<file path="src/rtl/tsn_sp_tx_arbiter.sv">
// Strict-priority egress frame scheduler for one TX port: eligibility request, grant hold, IFG.
// Optional XMIT watchdog enabled by defining TSN_SP_ARB_WATCHDOG_EN.
module tsn_sp_tx_arbiter #(
    parameter int unsigned PORT_FIFO_PRI_NUM = 8,
    parameter int unsigned IFG_CYCLES        = 3,
    parameter int unsigned WDOG_CYCLES       = 4096
) (
    input  logic                         i_clk,
    input  logic                         i_rst_n,
    input  logic [PORT_FIFO_PRI_NUM-1:0] i_fifoc_empty,
    output logic                         o_elig_req,
    input  logic [PORT_FIFO_PRI_NUM-1:0] i_queue,
    input  logic                         i_queue_vld,
    output logic [PORT_FIFO_PRI_NUM-1:0] o_grant,
    output logic                         o_grant_vld,
    input  logic                         i_mac_tx_axis_valid,
    input  logic                         i_mac_tx_axis_ready,
    input  logic                         i_mac_tx_axis_last,
    output logic                         o_send_flag,
    output logic [PORT_FIFO_PRI_NUM-1:0] o_scheduing_rst,
    output logic                         o_scheduing_rst_vld,
    output logic [15:0]                  o_frame_beats,
    output logic                         o_wdog_err
);

    localparam int unsigned N        = PORT_FIFO_PRI_NUM;
    localparam int unsigned BEAT_W   = 16;
    localparam int unsigned IFG_W    = (IFG_CYCLES > 1) ? $clog2(IFG_CYCLES) : 1;
    localparam logic [IFG_W-1:0]  IFG_LOAD = IFG_W'((IFG_CYCLES > 0) ? IFG_CYCLES - 1 : 0);
    localparam logic [BEAT_W-1:0] BEAT_MAX = '1;

    if (WDOG_CYCLES < 2 || WDOG_CYCLES > 65536) begin : g_bad_wdog_cfg
        $error("WDOG_CYCLES must lie in 2..65536");
    end

    typedef enum logic [2:0] {
        S_IDLE,
        S_REQ,
        S_WAIT_ELIG,
        S_XMIT,
        S_IFG
    } state_t;

    state_t              state;
    state_t              state_d;
    logic [N-1:0]        grant_d;
    logic                grant_vld_d;
    logic                elig_req_d;
    logic                send_flag_d;
    logic [N-1:0]        sched_rst_d;
    logic                sched_rst_vld_d;
    logic [BEAT_W-1:0]   beat_cnt;
    logic [BEAT_W-1:0]   beat_cnt_d;
    logic [BEAT_W-1:0]   frame_beats_d;
    logic [IFG_W-1:0]    ifg_cnt;
    logic [IFG_W-1:0]    ifg_cnt_d;
    logic                release_c;

    logic [N-1:0]        cand_c;
    logic [N-1:0]        pick_c;
    logic                beat_c;
    logic [BEAT_W-1:0]   beat_inc_c;

`ifdef TSN_SP_ARB_WATCHDOG_EN
    localparam logic [15:0] WDOG_LIMIT = 16'(WDOG_CYCLES - 1);
    logic [15:0] wdog_cnt;
    logic [15:0] wdog_cnt_d;
    logic        wdog_err_d;
`endif

    assign cand_c     = i_queue & ~i_fifoc_empty;
    assign beat_c     = i_mac_tx_axis_valid & i_mac_tx_axis_ready;
    assign beat_inc_c = (beat_cnt == BEAT_MAX) ? beat_cnt : beat_cnt + 16'd1;

    // Highest set candidate bit wins (bit N-1 is the top priority).
    always_comb begin
        pick_c = '0;
        for (int i = 0; i < N; i++) begin
            if (cand_c[i]) begin
                pick_c = N'(1) << i;
            end
        end
    end

    always_ff @(posedge i_clk) begin
        if (!i_rst_n) begin
            state <= S_IDLE;
        end else begin
            state <= state_d;
        end
    end

    always_comb begin
        state_d         = state;
        grant_d         = o_grant;
        grant_vld_d     = o_grant_vld;
        send_flag_d     = 1'b0;
        sched_rst_d     = '0;
        sched_rst_vld_d = 1'b0;
        beat_cnt_d      = beat_cnt;
        frame_beats_d   = o_frame_beats;
        ifg_cnt_d       = ifg_cnt;
        release_c       = 1'b0;
`ifdef TSN_SP_ARB_WATCHDOG_EN
        wdog_cnt_d      = wdog_cnt;
        wdog_err_d      = o_wdog_err;
`endif

        unique case (state)
            S_IDLE: begin
                if (i_fifoc_empty != '1) begin
                    state_d = S_REQ;
                end
            end
            S_REQ: begin
                state_d = S_WAIT_ELIG;
            end
            S_WAIT_ELIG: begin
                if (i_queue_vld) begin
                    sched_rst_vld_d = 1'b1;
                    if (cand_c == '0) begin
                        state_d = S_IDLE;
                    end else begin
                        grant_d     = pick_c;
                        grant_vld_d = 1'b1;
                        send_flag_d = 1'b1;
                        sched_rst_d = pick_c;
                        beat_cnt_d  = '0;
`ifdef TSN_SP_ARB_WATCHDOG_EN
                        wdog_cnt_d  = '0;
`endif
                        state_d     = S_XMIT;
                    end
                end
            end
            S_XMIT: begin
                if (beat_c) begin
                    beat_cnt_d = beat_inc_c;
                    if (i_mac_tx_axis_last) begin
                        frame_beats_d = beat_inc_c;
                        release_c     = 1'b1;
                    end
                end
`ifdef TSN_SP_ARB_WATCHDOG_EN
                // A stalled frame is abandoned without publishing its beat count.
                if (beat_c) begin
                    wdog_cnt_d = '0;
                end else if (wdog_cnt == WDOG_LIMIT) begin
                    release_c  = 1'b1;
                    wdog_err_d = 1'b1;
                end else begin
                    wdog_cnt_d = wdog_cnt + 16'd1;
                end
`endif
                if (release_c) begin
                    grant_d     = '0;
                    grant_vld_d = 1'b0;
                    ifg_cnt_d   = IFG_LOAD;
                    state_d     = (IFG_CYCLES == 0) ? S_IDLE : S_IFG;
                end
            end
            S_IFG: begin
                if (ifg_cnt == '0) begin
                    state_d = S_IDLE;
                end else begin
                    ifg_cnt_d = ifg_cnt - IFG_W'(1);
                end
            end
            default: begin
                state_d = S_IDLE;
            end
        endcase

        elig_req_d = (state_d == S_REQ);
    end

    // Registered outputs and datapath counters.
    always_ff @(posedge i_clk) begin
        if (!i_rst_n) begin
            o_grant             <= '0;
            o_grant_vld         <= 1'b0;
            o_elig_req          <= 1'b0;
            o_send_flag         <= 1'b0;
            o_scheduing_rst     <= '0;
            o_scheduing_rst_vld <= 1'b0;
            o_frame_beats       <= '0;
            beat_cnt            <= '0;
            ifg_cnt             <= '0;
        end else begin
            o_grant             <= grant_d;
            o_grant_vld         <= grant_vld_d;
            o_elig_req          <= elig_req_d;
            o_send_flag         <= send_flag_d;
            o_scheduing_rst     <= sched_rst_d;
            o_scheduing_rst_vld <= sched_rst_vld_d;
            o_frame_beats       <= frame_beats_d;
            beat_cnt            <= beat_cnt_d;
            ifg_cnt             <= ifg_cnt_d;
        end
    end

`ifdef TSN_SP_ARB_WATCHDOG_EN
    always_ff @(posedge i_clk) begin
        if (!i_rst_n) begin
            wdog_cnt   <= '0;
            o_wdog_err <= 1'b0;
        end else begin
            wdog_cnt   <= wdog_cnt_d;
            o_wdog_err <= wdog_err_d;
        end
    end
`else
    assign o_wdog_err = 1'b0;
`endif

endmodule

</file>
<file path="config.mk">
export PLATFORM = sky130hd
export DESIGN_NAME = tsn_sp_tx_arbiter
export DESIGN_NICKNAME = d
export VERILOG_FILES = /design/src/rtl/tsn_sp_tx_arbiter.sv
export SDC_FILE = /design/constraint.sdc
export NUM_CORES = 1
export LEC_CHECK = 0
export BUFFER_PORTS_ARGS = -buffer_cell sky130_fd_sc_hd__buf_4
export CORE_ASPECT_RATIO = 1.75
export CORE_MARGIN = 5
export CORE_UTILIZATION = 54
export CTS_BUF_LIST = sky130_fd_sc_hd__clkbuf_16
export CTS_CLUSTER_DIAMETER = 100
export DETAILED_ROUTE_END_ITERATION = 8
export HOLD_SLACK_MARGIN = 0.06
export MAX_ROUTING_LAYER = met4
export PLACE_DENSITY_LB_ADDON = 0.1
export SYNTH_ARGS = -nofsm -noshare
export SYNTH_HDL_FRONTEND = slang
export SYNTH_SLANG_ARGS = --single-unit
</file>
<file path="constraint.sdc">
create_clock -name i_clk -period 2.8 [get_ports i_clk]
set_input_delay 0.28 -clock i_clk [delete_from_list [all_inputs] [get_ports i_clk]]
set_output_delay 0.28 -clock i_clk [all_outputs]
set_load 0.01 [all_outputs]
</file>
==> results.yml <==
global_routing:
  gr-total-overflow: 0
  grtUsageTotal_pct: 22.0
  grt_max_degree: 29
  antenna_found_initial: 0
  grt_pass1_vias: 2516
  grt_pass1_wl_um: 11400
critical_path:
  crit_slowest_cell: "or4_4"
  arrival_ns: 2.37
  cp_max_fo: 12
  worstRegToRegCells: 6
  r2r_start: "beat_cnt[0]"
  crit_family: "simple AND/OR/NAND/NOR gates"
  crit_chain: "ha_1 > nand4_2 > or4_4 > nand4_1 > xor2_1 > a21oi_1"
  r2r-end: "o_frame_beats[3]"
  crit_required_ns: 3.00
  critPathBufInv: 0
  crit_type: "flop to flop"
  worst-r2r-setup-slack_ns: 0.64
  crit_path_end_kind: "flop"
  cp-start-kind: "flop"
  slowest_delay_ns: 0.69
clock_network:
  cts_num_sinks: 57
  clk_pin_slew_ns: 0.05
  ctsRootBufferMaster: "clkbuf_16"
  cts_buffers: 9
  ctsHtreeMaxLevel: 3
  cts_tree: "done"
  ctsHoldBuffers: 0
  postCtsSetupBuffers: 0
  ctsLongestPathBuffers: 2
  worstSkewPairLatency_ns: 0.33
  cts_resized: 0
yosys:
  ys.flop_type: "dfxtp_1"
  synth.distinct_cells: 55
  synth_edf_count: 0
  synth_area_per_cell_um2: 8.68
  ys_seq_area_share_pct: 41.5
  synth_cells: 317
  async_flop_share_pct: 0
  synth.net_count: 341
  yosys_warnings: 0
  syn_area_um2: 2750
  ys_ff_latch: 57
route:
  drc: 0
  first_iter_violations: 83
  wl_per_cell_um: 16.1
  drtPass1Iterations: 4
  routed_wl_um: 6920
  vias_per_cell: 5.90
  ant_nets: 0
  vias: 2535
power_and_ir_drop:
  leakage_nw: 1.36
  ir_worst_vdd_mv: 0.704
  powerDensity_nw_per_um2: 595
sta:
  rsz0062_at_grt: "no"
  skew_ns: 0.00849
  fin_crit_ns: 2.16
  worst_pin_slew_ns: 0.922
  worst_hold_slack_ns: 0.131
  max_freq_ghz: 0.462
  timing.setup.tns_ns: 0
  slew_headroom_pct: 38.5
  hold_viol: 0
  setup_viol: 0
  setup_slack_ns: 0.635
  slew_viol_final: 0
  period_share_pct: 77.3
placed_design:
  hpwlAfterDp_um: 4950
  place_ws_ns: 0.662
  gp_congestion: 0.882
  portBuffers: 57
floorplan:
  start_util_pct: 55.3
  core_um2: 4980
  top_level_ports: 59
  dieArea_um2: 6680
  die_y_um: 104
  die_x_um: 63.9
  std_cell_rows: 34
finish:
  syn2layout_area_growth_pct: 26.2
  fillers: 438
  final_cell_mix: "buf_4, dfxtp_1, nand2_1, o21ai_0, nand3_1"
  layout_commonest_cell: "buf_4"
  drive_above_1_share_pct: 27.9
  nets: 395
  n_antenna_cell: 0
min_path:
  whs_endpoint: "o_scheduing_rst[2]"
  worstHoldStart: "i_fifoc_empty[2]"
  hp-class: "primary input to flop"
  whs_path_depth: 2
run_status:
  outcome: "finished, final reports clean"
flow_run:
  drv_cap: 0
-- worst max-delay path by stage --
stage | startpoint | end | slack, ns | cells past startpoint
6_report | beat_cnt[0] | o_frame_beats[3] | 0.64 | 6
5_1_grt | beat_cnt[0] | o_frame_beats[9] | 0.48 | 6
4_1_cts | beat_cnt[0] | o_frame_beats[3] | 0.64 | 6
3_5_place_dp | beat_cnt[0] | o_frame_beats[3] | 0.66 | 6
3_3_place_gp | beat_cnt[0] | o_frame_beats[3] | 0.72 | 6
2_1_floorplan | beat_cnt[0] | beat_cnt[1] | 0.88 | 7
-- per-layer routing --
layer  vias up  track usage, %  wire [um]
li1       1261               -          -
met1      1153            23.1       2680
met2        96            36.6       3550
met3        25            6.05        474
met4         0            11.1        210
met5         -               -          0
-- cell families (layout without fill, tap and decap cells) --
family | after synthesis | after routing | synth area share (%)
other | 1 | 1 | 0.136
adder cells (fa/ha/maj) | 2 | 2 | 0.910
AO/OA/AOI/OAI | 77 | 77 | 18.7
flip-flops | 57 | 57 | 41.5
XOR/XNOR | 9 | 9 | 2.87
AND/OR/NAND/NOR | 137 | 137 | 29.0
buffers and inverters | 29 | 88 | 5.00
multiplexers | 5 | 5 | 1.82
-- state kept, by name, summed over array words and instances (netlist names) --
register	cells
o_grant_vld	1
o_grant	8
o_send_flag	1
state	3
o_elig_req	1
o_scheduing_rst	8
beat_cnt	16
o_scheduing_rst_vld	1
ifg_cnt	2
o_frame_beats	16
-- cells in the mapped netlist (2+ instances only) --
library cell | number | area share [%]
dfxtp_1 | 57 | 41
nand2_1 | 25 | 3.4
o21ai_0 | 23 | 4.2
nand3_1 | 21 | 3.8
nor2_1 | 19 | 2.6
a21oi_1 | 12 | 2.2
clkbuf_1 | 10 | 1.4
inv_1 | 10 | 1.4
nand4_1 | 9 | 2.0
nor2b_1 | 9 | 2.0
nor3_1 | 8 | 1.5
a31oi_1 | 7 | 1.6
nand3_2 | 7 | 2.5
a21oi_2 | 6 | 1.9
or3_1 | 6 | 1.4
xnor2_1 | 6 | 1.9
mux2i_1 | 5 | 1.8
nand2b_1 | 5 | 1.1
nor4_1 | 5 | 1.1
a211oi_1 | 4 | 1.1
a2bb2oi_1 | 4 | 1.3
buf_2 | 4 | 0.73
o21ai_1 | 4 | 0.73
a22o_1 | 3 | 0.96
a22oi_1 | 3 | 0.82
or2_2 | 3 | 0.68
xor2_1 | 3 | 0.96
a21o_1 | 2 | 0.55
a31o_2 | 2 | 0.64
a41o_1 | 2 | 0.73
and3_1 | 2 | 0.45
and4_1 | 2 | 0.64
buf_4 | 2 | 0.55
buf_6 | 2 | 0.82
ha_1 | 2 | 0.91
nand4_2 | 2 | 0.91
nor3b_1 | 2 | 0.55
or4_4 | 2 | 0.82
-- report_power, final --
| group | internal [W] | switching (W) |
|---|---|---|
| combinational | 0.0000772 | 0.0000916 |
| sequential | 0.000830 | 0.0000153 |
| clock | 0.000676 | 0.000375 |
-- area by class of cell --
type                       instances  area [um^2]  share of cell area (%)
clock buffer                       9          225                    6.49
clock inverter                     7         61.3                    1.77
inverter                          10         37.5                    1.08
multi-input combinational        231         1470                    42.4
sequential                        57         1140                    32.9
tap                               54         67.6                    1.95
timing repair buffer              62          465                    13.4
-- stage by stage --
step | util, % | cells | cell area (um^2) | power [W]
after floorplan | - | 317 | 2750 | 0.000966
after global placement | 64.0 | 414 | 3180 | 0.00103
after detailed placement | 64.0 | 414 | 3180 | 0.00103
after CTS | 69.7 | 430 | 3470 | 0.00208
after global routing | 69.7 | 430 | 3470 | 0.00214
final | 69.7 | 430 | 3470 | 0.00207
-- worst register-to-register path, delay by kind of cell (launching register included) --
| family | cells | cell delay (ns) |
|---|---|---|
| and+or+nand+nor | 3 | 1.10 |
| DFF | 1 | 0.44 |
| adders and majority gates | 1 | 0.26 |
| xor gates and xnor gates | 1 | 0.16 |
| AOI/OAI and AO/OA | 1 | 0.08 |
Note: power is estimated with default switching activity, not from simulation.
